[config.mk]
export PLATFORM = sky130hd
export DESIGN_NAME = sram_stream_writer
export DESIGN_NICKNAME = d
export VERILOG_FILES = /design/src/rtl/sram_stream_writer.sv
export SDC_FILE = /design/constraint.sdc
export NUM_CORES = 1
export LEC_CHECK = 0
export CAP_MARGIN = 0
export CORE_MARGIN = 2
export CORE_UTILIZATION = 35
export DETAILED_ROUTE_END_ITERATION = 6
export PLACE_DENSITY_LB_ADDON = 0.1
export SETUP_SLACK_MARGIN = 0.1
export SYNTH_ARGS = -nofsm -noshare
export SYNTH_HDL_FRONTEND = slang
export SYNTH_SLANG_ARGS = --single-unit
export TNS_END_PERCENT = 20
[constraint.sdc]
create_clock -name clk -period 4.6 [get_ports clk]
set_input_delay 1.15 -clock clk [delete_from_list [all_inputs] [get_ports clk]]
set_output_delay 1.15 -clock clk [all_outputs]
set_load 0.02 [all_outputs]
[src/rtl/sram_stream_writer.sv]
// Loads SRAM port 0 from a valid/ready stream and optionally verifies by read-back sum.
// Writes land one cycle after acceptance; verify takes length+RD_LAT cycles; in_ready is high for the whole WRITE state.
module sram_stream_writer #(
   parameter int NUM_WMASKS = 4,
   parameter int DATA_WIDTH = 32,
   parameter int ADDR_WIDTH = 10,
   parameter int RD_LAT     = 2
) (
   input  logic                  clk,
   input  logic                  rst_n,
   input  logic                  start,
   input  logic [ADDR_WIDTH-1:0] base_addr,
   input  logic [ADDR_WIDTH:0]   length,
   input  logic                  verify_en,
   input  logic                  in_valid,
   output logic                  in_ready,
   input  logic [DATA_WIDTH-1:0] in_data,
   input  logic [NUM_WMASKS-1:0] in_mask,
   output logic                  csb0,
   output logic                  web0,
   output logic [NUM_WMASKS-1:0] wmask0,
   output logic [ADDR_WIDTH-1:0] addr0,
   output logic [DATA_WIDTH-1:0] din0,
   input  logic [DATA_WIDTH-1:0] dout0,
   output logic                  busy,
   output logic                  done,
   output logic                  match
);

   typedef enum logic [1:0] {IDLE, WRITE, VERIFY} state_t;

   localparam logic [ADDR_WIDTH:0] CNT_ONE = 1;

   state_t                state, state_nxt;
   logic [ADDR_WIDTH-1:0] base_q;
   logic [ADDR_WIDTH:0]   len_q;
   logic                  verify_q;
   logic [ADDR_WIDTH:0]   wr_cnt, rd_issue_cnt, rd_ret_cnt;
   logic [DATA_WIDTH-1:0] wr_sum, rd_sum, rd_sum_nxt;
   logic [RD_LAT-1:0]     rd_vld_sr;
   logic                  job_start, beat, last_beat, issue, ret, last_ret;

   assign in_ready   = (state == WRITE);
   assign busy       = (state != IDLE);
   assign rd_sum_nxt = rd_sum + dout0;

   always_ff @(posedge clk) begin
      if (!rst_n) state <= IDLE;
      else        state <= state_nxt;
   end

   always_comb begin
      state_nxt = state;
      job_start = 1'b0;
      beat      = 1'b0;
      last_beat = 1'b0;
      issue     = 1'b0;
      ret       = 1'b0;
      last_ret  = 1'b0;
      case (state)
         IDLE: begin
            if (start) begin
               job_start = 1'b1;
               if (length != '0) state_nxt = WRITE;
            end
         end
         WRITE: begin
            beat      = in_valid;
            last_beat = in_valid && (wr_cnt == len_q - CNT_ONE);
            if (last_beat) state_nxt = verify_q ? VERIFY : IDLE;
         end
         VERIFY: begin
            issue    = (rd_issue_cnt != len_q);
            ret      = rd_vld_sr[RD_LAT-1];
            last_ret = ret && (rd_ret_cnt == len_q - CNT_ONE);
            if (last_ret) state_nxt = IDLE;
         end
         default: state_nxt = IDLE;
      endcase
   end

   always_ff @(posedge clk) begin
      if (!rst_n) begin
         csb0         <= 1'b1;
         web0         <= 1'b1;
         wmask0       <= '0;
         addr0        <= '0;
         din0         <= '0;
         done         <= 1'b0;
         match        <= 1'b0;
         base_q       <= '0;
         len_q        <= '0;
         verify_q     <= 1'b0;
         wr_cnt       <= '0;
         rd_issue_cnt <= '0;
         rd_ret_cnt   <= '0;
         wr_sum       <= '0;
         rd_sum       <= '0;
         rd_vld_sr    <= '0;
      end else begin
         csb0 <= 1'b1;
         web0 <= 1'b1;

         if (job_start) begin
            base_q       <= base_addr;
            len_q        <= length;
            verify_q     <= verify_en;
            done         <= (length == '0);
            match        <= (length == '0);
            wr_cnt       <= '0;
            rd_issue_cnt <= '0;
            rd_ret_cnt   <= '0;
            wr_sum       <= '0;
            rd_sum       <= '0;
         end

         if (beat) begin
            csb0   <= 1'b0;
            web0   <= 1'b0;
            addr0  <= base_q + wr_cnt[ADDR_WIDTH-1:0];
            din0   <= in_data;
            wmask0 <= verify_q ? {NUM_WMASKS{1'b1}} : in_mask;
            wr_sum <= wr_sum + in_data;
            wr_cnt <= wr_cnt + CNT_ONE;
            if (last_beat && !verify_q) begin
               done  <= 1'b1;
               match <= 1'b1;
            end
         end

         if (issue) begin
            csb0         <= 1'b0;
            web0         <= 1'b1;
            wmask0       <= '0;
            addr0        <= base_q + rd_issue_cnt[ADDR_WIDTH-1:0];
            rd_issue_cnt <= rd_issue_cnt + CNT_ONE;
         end

         // Tag travels alongside the read so the matching dout0 is captured RD_LAT edges later.
         rd_vld_sr[0] <= issue;
         for (int i = 1; i < RD_LAT; i++) rd_vld_sr[i] <= rd_vld_sr[i-1];

         if (ret) begin
            rd_sum     <= rd_sum_nxt;
            rd_ret_cnt <= rd_ret_cnt + CNT_ONE;
            if (last_ret) begin
               done  <= 1'b1;
               match <= (rd_sum_nxt == wr_sum);
            end
         end
      end
   end

endmodule

After elaboration in Yosys (flattened, before gate mapping)
Cells that the tools add are included.
{ "op_classes": {"bitwise_logic": 1, "n_eq_ne": 10, "add_sub_neg": 8, "mux": 35, "reduce_logical": 14} }
{ "op_table": {"columns": ["cell", "n"], "rows": [
  ["$mux W32", 3],
  ["$add A32 B32 Y32", 2],
  ["$mux W11", 4],
  ["$add A11 B1 Y11 const B", 3],
  ["$eq A32 B32 Y1", 1],
  ["$eq A11 B11 Y1", 2],
  ["$add A10 B10 Y10", 2],
  ["$mux W10", 2],
  ["$mux W1", 19],
  ["$logic_not A11 Y1", 1],
  ["$ne A11 B11 Y1", 1],
  ["$reduce_bool A11 Y1", 1],
  ["$sub A11 B1 Y11 const B", 1],
  ["$mux W2", 5],
  ["$reduce_bool A2 Y1", 5],
  ["$ne A2 B2 Y1 const B", 3],
  ["$pmux W2 S3", 1],
  ["$mux W4", 1],
  ["$reduce_and A4 Y1", 1],
  ["$logic_and A1 B1 Y1", 3],
  ["$eq A2 B1 Y1 const B", 1],
  ["$eq A2 B2 Y1 const B", 1],
  ["$logic_not A2 Y1", 1],
  ["$ne A2 B1 Y1 const B", 1],
  ["other kinds (3)", 3]
]} }
{ "totals": {"out_inout_bits": 52, "regBits": 173, "in_bits": 94, "word_cells": 85} }

Depth between registers and ports, before layout
Gate-level depths: netlist of the first run.
{ "logic_depth": {"depth_word": 9, "ltp_mapped": 21, "mapped_depth_nobuf": 18} }

Worst setup path before layout of the first run
OpenSTA, ideal clock, no wires.
{ "synth_path": {"path_type": "in2reg", "from": "in dout0[0]", "to": "reg match", "arrival_ns": 4.091, "setup_ns": 0.069, "path_slack_ns": 0.441, "required_ns": 4.531, "path_buffers": 0, "stages": 14, "cell_sequence": "ha_1 -> inv_1 -> fa_1 -> and2b_1 -> o31a_1 -> o221ai_4 -> a21oi_4 -> a41oi_4 -> o211ai_2 -> a31oi_2 -> o21ai_2 -> xor3_1 -> or4b_1 -> o21ai_1"} }
{ "synth_via": {"elab_chain_cells": 4} }
{ "synth_rtl": {"columns": ["element", "line_no", "text"], "rows": [
  ["start: declaration", "24", "input logic [DATA_WIDTH-1:0] dout0,"],
  ["$add A32 B32 Y32", "45", "assign rd_sum_nxt = rd_sum + dout0;"],
  ["$eq A32 B32 Y1", "148", "match <= (rd_sum_nxt == wr_sum);"],
  ["$mux W1", "146", "if (last_ret) begin"],
  ["$mux W1", "143", "if (ret) begin"],
  ["end signal: assignment", "109", "match <= (length == '0);"],
  ["end signal: assignment", "148", null],
  ["end: declaration", "27", "output logic match"]
]} }
Every way passes these cells.
A chain may end at the register's enable or synchronous reset.

Worst setup path in the final report of the first run
{ "layout_path": {"from": "in dout0[2]", "to": "reg match"} }
The elaborated chain is that of the path after synthesis.

==> results.json, run 1 <==
{
  "yosysMostFrequentCell": "nand2_1",
  "grt_pass1_vias": 10500,
  "fin_skew_ns": 0.0141,
  "cp_top_family": "simple AND/OR/NAND/NOR gates",
  "p_leak_nw": 6.22,
  "synth_compound_area_share_pct": 23.7,
  "path_buf_inv": 2,
  "timing.rr.start": "len_q[0]$_SDFFE_PN0P_",
  "peakVddDrop_uv": 277,
  "viasPerCell": 5.13,
  "synth_top_family_by_area": "compound AO/OA/AOI/OAI gates",
  "cts_tree": "yes",
  "synth_cell_type_count": 79,
  "dieArea_sq_um": 35000,
  "holdWs_ns": 0.446,
  "gp_congestion": 0.890,
  "arrival_ns": 4.60,
  "cts_buffers": 17,
  "drive_gt1_share_pct": 11.7,
  "async_reset_ff_share_pct": 0,
  "synth_flop_cell": "dfxtp_1",
  "cp.required_ns": 4.99,
  "worst_pin_slew_ns": 0.917,
  "fmax_mhz": 238,
  "dr.pass1.iters": 4,
  "seqCellArea_sq_um": 3460,
  "drc": 0,
  "num_antenna_cells": 0,
  "muxShareOfSynthArea_pct": 1.62,
  "synthesis.nets": 1610,
  "clk_path_buf_depth": 2,
  "multi_input_comb_area_sq_um": 7880,
  "yosys.area_share.simple_pct": 22.1,
  "dr_total_vias": 10800,
  "power.density_nw_per_um2": 258,
  "rows": 67,
  "worstSetupPathType": "input port to flip-flop",
  "synth_xor_area_share_pct": 10.7,
  "ys_seq_area_share_pct": 29.5,
  "synthAdderAreaFrac_pct": 8.51,
  "status": "complete, no violations",
  "synth-seq-cells": 173,
  "relSlewSlack_pct": 38.7,
  "die_h_microns": 187,
  "final.setup.tns_ns": 0,
  "endpoint_kind": "flip-flop",
  "grt_setup_unrepaired": "false",
  "clock-root-buffer": "clkbuf_16",
  "synth_top_area_share_pct": 29.5,
  "worstHoldPathCells": 1,
  "setup_violations": 0,
  "grt_remaining_overflow": 0,
  "rr_worst_depth": 15,
  "dpl.hpwl_microns": 26500,
  "cp-start-kind": "input port",
  "synth.largest_area_cell": "dfxtp_1",
  "path_clk_slew_ns": 0.08,
  "fillers": 3382,
  "cp_slowest_cell": "or4b_1",
  "synth-edff-count": 0,
  "netlist_top_cells_count": "nand2_1 (194), dfxtp_1 (173), ha_1 (75)",
  "syn_area_sq_um": 11700,
  "die_w_microns": 187,
  "synth_cells": 1438,
  "cpPeakStageDelay_ns": 0.49,
  "antenna_found_initial": 0,
  "finalHoldViolations": 0,
  "cap_viol_max_count": 0,
  "coreArea_sq_um": 33300,
  "min_from": "rd_vld_sr[0]$_SDFF_PN0_",
  "ant_nets": 0,
  "final_nets": 1814,
  "fin_crit_sh_pct": 91.5,
  "min_path_type": "flip-flop to flip-flop",
  "clkSinkCount": 173,
  "area_growth_pct": 27.8,
  "fin_util_pct": 45.1,
  "drv_slew": 0,
  "synth_area_per_cell_sq_um": 8.16,
  "dp.cells": 2069,
  "crit_fanout": 4,
  "port_buffers": 145,
  "synthTopCellsByArea": "dfxtp_1 (30%), ha_1 (8.0%), nand2_1 (6.2%), xnor2_1 (4.9%), xor2_1 (4.2%)",
  "path_depth": 14,
  "path_cells": "clkdlybuf4s50_1 > ha_1 > and2b_1 > o31a_1 > o221a_4 > o31a_1 > buf_4 > a21oi_4 > or3b_1 > nand4_1 > or4b_1 > nor4b_2 > nand4_1 > o21ai_1",
  "initial_core_util_pct": 35.3,
  "drt-wirelength-per-cell_microns": 16.8,
  "grt_pass1_wl_microns": 56700,
  "htree_num_levels": 4,
  "fin_crit_ns": 4.21,
  "drt-initial-drc-count": 590,
  "rrSetupSlack_ns": 0.85,
  "grt_max_degree": 99,
  "stdcell_count": 2103,
  "wirelength_microns": 35300,
  "insertion_delay_ns": 0.45,
  "whs_endpoint": "rd_vld_sr[1]$_SDFF_PN0_",
  "yosys_warnings": 0,
  "grt_use_total_pct": 20.3,
  "r2r-end": "addr0[9]$_SDFFE_PN0N_",
  "io_pins": 146
}
-- report_power, final --
part | switching, mW | total (mW) | internal, mW
clock network | 0.742 | 1.58 | 0.835
logic | 0.369 | 0.712 | 0.343
registers | 0.0432 | 1.58 | 1.54
-- flip-flops by register name (all words and copies together) (netlist names), 4 cells and up --
register	count
rd_ret_cnt	11
din0	32
rd_issue_cnt	11
len_q	11
base_q	10
addr0	10
wr_sum	32
wmask0	4
wr_cnt	11
rd_sum	32
-- cells by family (layout without fill, tap and decap cells) --
group / Yosys count / count (layout)
multiplexers: 18 / 18
buffers and inverters: 110 / 327
AO/OA/AOI/OAI: 405 / 405
AND/OR/NAND/NOR: 524 / 524
adder cells (fa/ha/maj): 78 / 78
XOR/XNOR: 130 / 130
flip-flops: 173 / 173
-- routing by layer --
layer  vias up  global-route usage (%)  wire [microns]
met3        26                    4.00            1330
met2       180                    33.2           16200
met5         -                       0               0
met1      5054                    27.3           17200
li1       5527                       -               -
met4         0                    5.04             545
-- cell type report --
cell class / count / share of cell area (%)
repair buffers: 263 / 15.7
multi-input cells: 1155 / 52.6
flip-flops and latches: 173 / 23.1
clock inverters: 15 / 1.31
inverters: 32 / 0.801
well taps: 448 / 3.74
clock buffers: 17 / 2.84
-- cells in the final DEF, fill, tap and decap left out, drive strengths merged, types with 69 or more instances in the layout --
master,n
dfxtp,173
nor2b,69
a21oi,71
nand2,194
buf,119
ha,75
o21ai,85
nor2,69
clkdlybuf4s50,142
-- per-stage QoR --
step	worst slack (ns)	total power [mW]	cell area (sq um)
after global placement	-0.324	2.32	14300
after floorplan	0.441	2.02	11700
after CTS	0.132	3.92	14900
after global routing	0.122	4.05	15000
after detailed placement	-0.430	2.33	14300
final	0.390	3.87	15000
-- how the worst max path moves through the flow --
stage	start	end	slack (ns)
final	dout0[2]	match$_SDFF_PN0_	0.39
after global routing	dout0[6]	match$_SDFF_PN0_	0.12
after CTS	dout0[0]	match$_SDFF_PN0_	0.13
after detailed placement	dout0[0]	match$_SDFF_PN0_	-0.43
after global placement	dout0[0]	match$_SDFF_PN0_	-0.32
after floorplan	dout0[0]	match$_SDFF_PN0_	0.44
-- what timing repair did --
action,4_1_cts,5_1_grt
gates resized for setup,2,12
pin swaps,3,14
hold buffers,0,0
setup buffers,0,2
endpoints found under the setup margin,1,1
Note: power is estimated with default switching activity, not from simulation.
==> run 2: changes to the inputs <==
SLEW_MARGIN = 30   (was not set)
==> results of run 2 <==
Final layout, timing and power as in run 1 (identical DEF).
==> run 3: changes to the inputs <==
GPL_TIMING_DRIVEN = 0   (was not set)
==> run 3 against run 2 <==
Global-route usage rose by 1.2 points. Die area did not move. Register-to-register slack got worse by 0.45 ns. Largest power group unchanged.
==> results.json, run 3 (synthesis gave the netlist of run 1 again) <==
{
  "hold_buffers": 0,
  "min_path_type": "flip-flop to flip-flop",
  "dp_slack_ns": -0.739,
  "relSlewSlack_pct": 45.7,
  "drt-initial-drc-count": 652,
  "dp.cells": 2031,
  "setup_ws_ns": 0.191,
  "fin_area_sq_um": 14600,
  "finalHoldViolations": 0,
  "p_leak_nw": 5.85,
  "num_antenna_cells": 0,
  "finalPower_mw": 3.85,
  "grt_use_total_pct": 21.4,
  "layout_commonest_cell": "nand2_1",
  "cp_top_family": "simple AND/OR/NAND/NOR gates",
  "drc": 0,
  "initial_core_util_pct": 35.3,
  "holdWs_ns": 0.438,
  "cts_buffers": 17,
  "wirelength_microns": 37100,
  "fin_crit_ns": 4.41,
  "path_buf_inv": 3,
  "status": "complete, no violations",
  "final_nets": 1780,
  "dr_total_vias": 10800,
  "gp_congestion": 0.898,
  "fmax_mhz": 227,
  "endpoint_kind": "flip-flop",
  "fin_crit_sh_pct": 95.8,
  "ant_nets": 0,
  "fin_util_pct": 43.8,
  "antenna_found_initial": 0,
  "top_regs": "din0 x32, rd_sum x32, wr_sum x32",
  "coreArea_sq_um": 33300,
  "clkSinkCount": 173,
  "drv_slew": 0,
  "die_w_microns": 187,
  "htree_num_levels": 4,
  "dieArea_sq_um": 35000,
  "setup_violations": 0,
  "cp_slowest_cell": "or4b_4",
  "drt-wirelength-per-cell_microns": 17.9,
  "grt_max_degree": 17,
  "viasPerCell": 5.20,
  "grt_setup_unrepaired": "true",
  "fillers": 3428,
  "path_cells": "clkdlybuf4s15_1 > ha_2 > inv_1 > fa_1 > and2b_1 > o31a_1 > buf_4 > o221ai_4 > a21o_1 > a31oi_2 > or4b_4 > nor4_4 > o2111ai_2 > nor4b_2 > nand4_1 > o21ai_1",
  "clock-root-buffer": "clkbuf_16",
  "cp-start-kind": "input port",
  "die_h_microns": 187,
  "post_dp_cell_area_sq_um": 13700,
  "final.setup.tns_ns": 0,
  "area_growth_pct": 24.3,
  "grt_pass1_wl_microns": 58900,
  "cp.required_ns": 4.97,
  "crit_fanout": 4,
  "dpl.hpwl_microns": 28600,
  "worstSetupPathType": "input port to flip-flop",
  "dr.pass1.iters": 6,
  "grt_pass1_vias": 10400,
  "rows": 67,
  "grt_remaining_overflow": 0,
  "path_clk_slew_ns": 0.07,
  "io_pins": 146,
  "arrival_ns": 4.78,
  "cap_viol_max_count": 0,
  "cts_tree": "yes",
  "peakVddDrop_uv": 253,
  "fin_skew_ns": 0.00912,
  "drive_gt1_share_pct": 6.91,
  "worst_pin_slew_ns": 0.815,
  "port_buffers": 145,
  "power.density_nw_per_um2": 264,
  "stdcell_count": 2069,
  "clk_path_buf_depth": 2,
  "insertion_delay_ns": 0.45,
  "mostFrequentLayoutCells": "nand2_1 (194), dfxtp_1 (173), clkdlybuf4s50_1 (142), ha_1 (73), o21ai_0 (72)",
  "cpPeakStageDelay_ns": 0.52
}
==> run 3: worst register-to-register path: stages, from the launching register on <==
cell      delay, ns
dfxtp_1        0.30
buf_2          0.18
xor2_1         0.16
nor4_1         0.44
a31oi_4        0.23
clkbuf_2       0.28
clkbuf_2       0.26
mux2_2         0.28
ha_1           0.16
inv_1          0.06
fa_1           0.40
inv_1          0.07
a21oi_1        0.06
o21bai_1       0.20
a21oi_1        0.11
o21bai_1       0.21
a21oi_1        0.10
nor2_1         0.09
nor2_1         0.05
xor2_1         0.20
o21ai_0        0.10
and2_1         0.16
==> run 3: layer usage <==
layer / track usage (%) / share of wire [%] / vias to the layer above
met3: 3.47 / 4.3 / 31
met5: 0 / 0 / -
met1: 29.3 / 48 / 5009
met4: 5.89 / 1.7 / 0
met2: 34.9 / 46 / 243
li1: - / - / 5477
==> run 3: power breakdown <==
part | switching (mW) | internal (mW)
Clock | 0.698 | 0.880
Sequential | 0.0407 | 1.54
Combinational | 0.388 | 0.311
Total | 1.13 | 2.73
==> run 3: final cells by class <==
| cell class | count | area, sq um | share of cell area [%] |
|---|---|---|---|
| buffer | 78 | 340 | 2.33 |
| tap | 448 | 561 | 3.84 |
| sequential | 173 | 3460 | 23.7 |
| clock inverter | 14 | 180 | 1.23 |
| multi-input combinational | 1155 | 7990 | 54.7 |
| clock buffer | 18 | 439 | 3.01 |
| timing repair buffer | 151 | 1500 | 10.3 |
| inverter | 32 | 120 | 0.823 |
==> run 3: final timing paths <==
kind / slack, ns / endpoint / startpoint / cells past startpoint
worst min register to register: 0.44 / rd_vld_sr[1]$_SDFF_PN0_ / rd_vld_sr[0]$_SDFF_PN0_ / 1
worst max register to register: 0.40 / addr0[8]$_SDFFE_PN0N_ / len_q[0]$_SDFFE_PN0P_ / 21
worst max-delay path: 0.19 / match$_SDFF_PN0_ / dout0[0] / 16
worst min-delay path: 0.44 / rd_vld_sr[1]$_SDFF_PN0_ / rd_vld_sr[0]$_SDFF_PN0_ / 1
==> run 3: what timing repair did <==
action,in CTS,in global routing
setup endpoints to repair,5,6
setup buffers,5,1
pin swaps,7,11
gates resized for setup,13,29
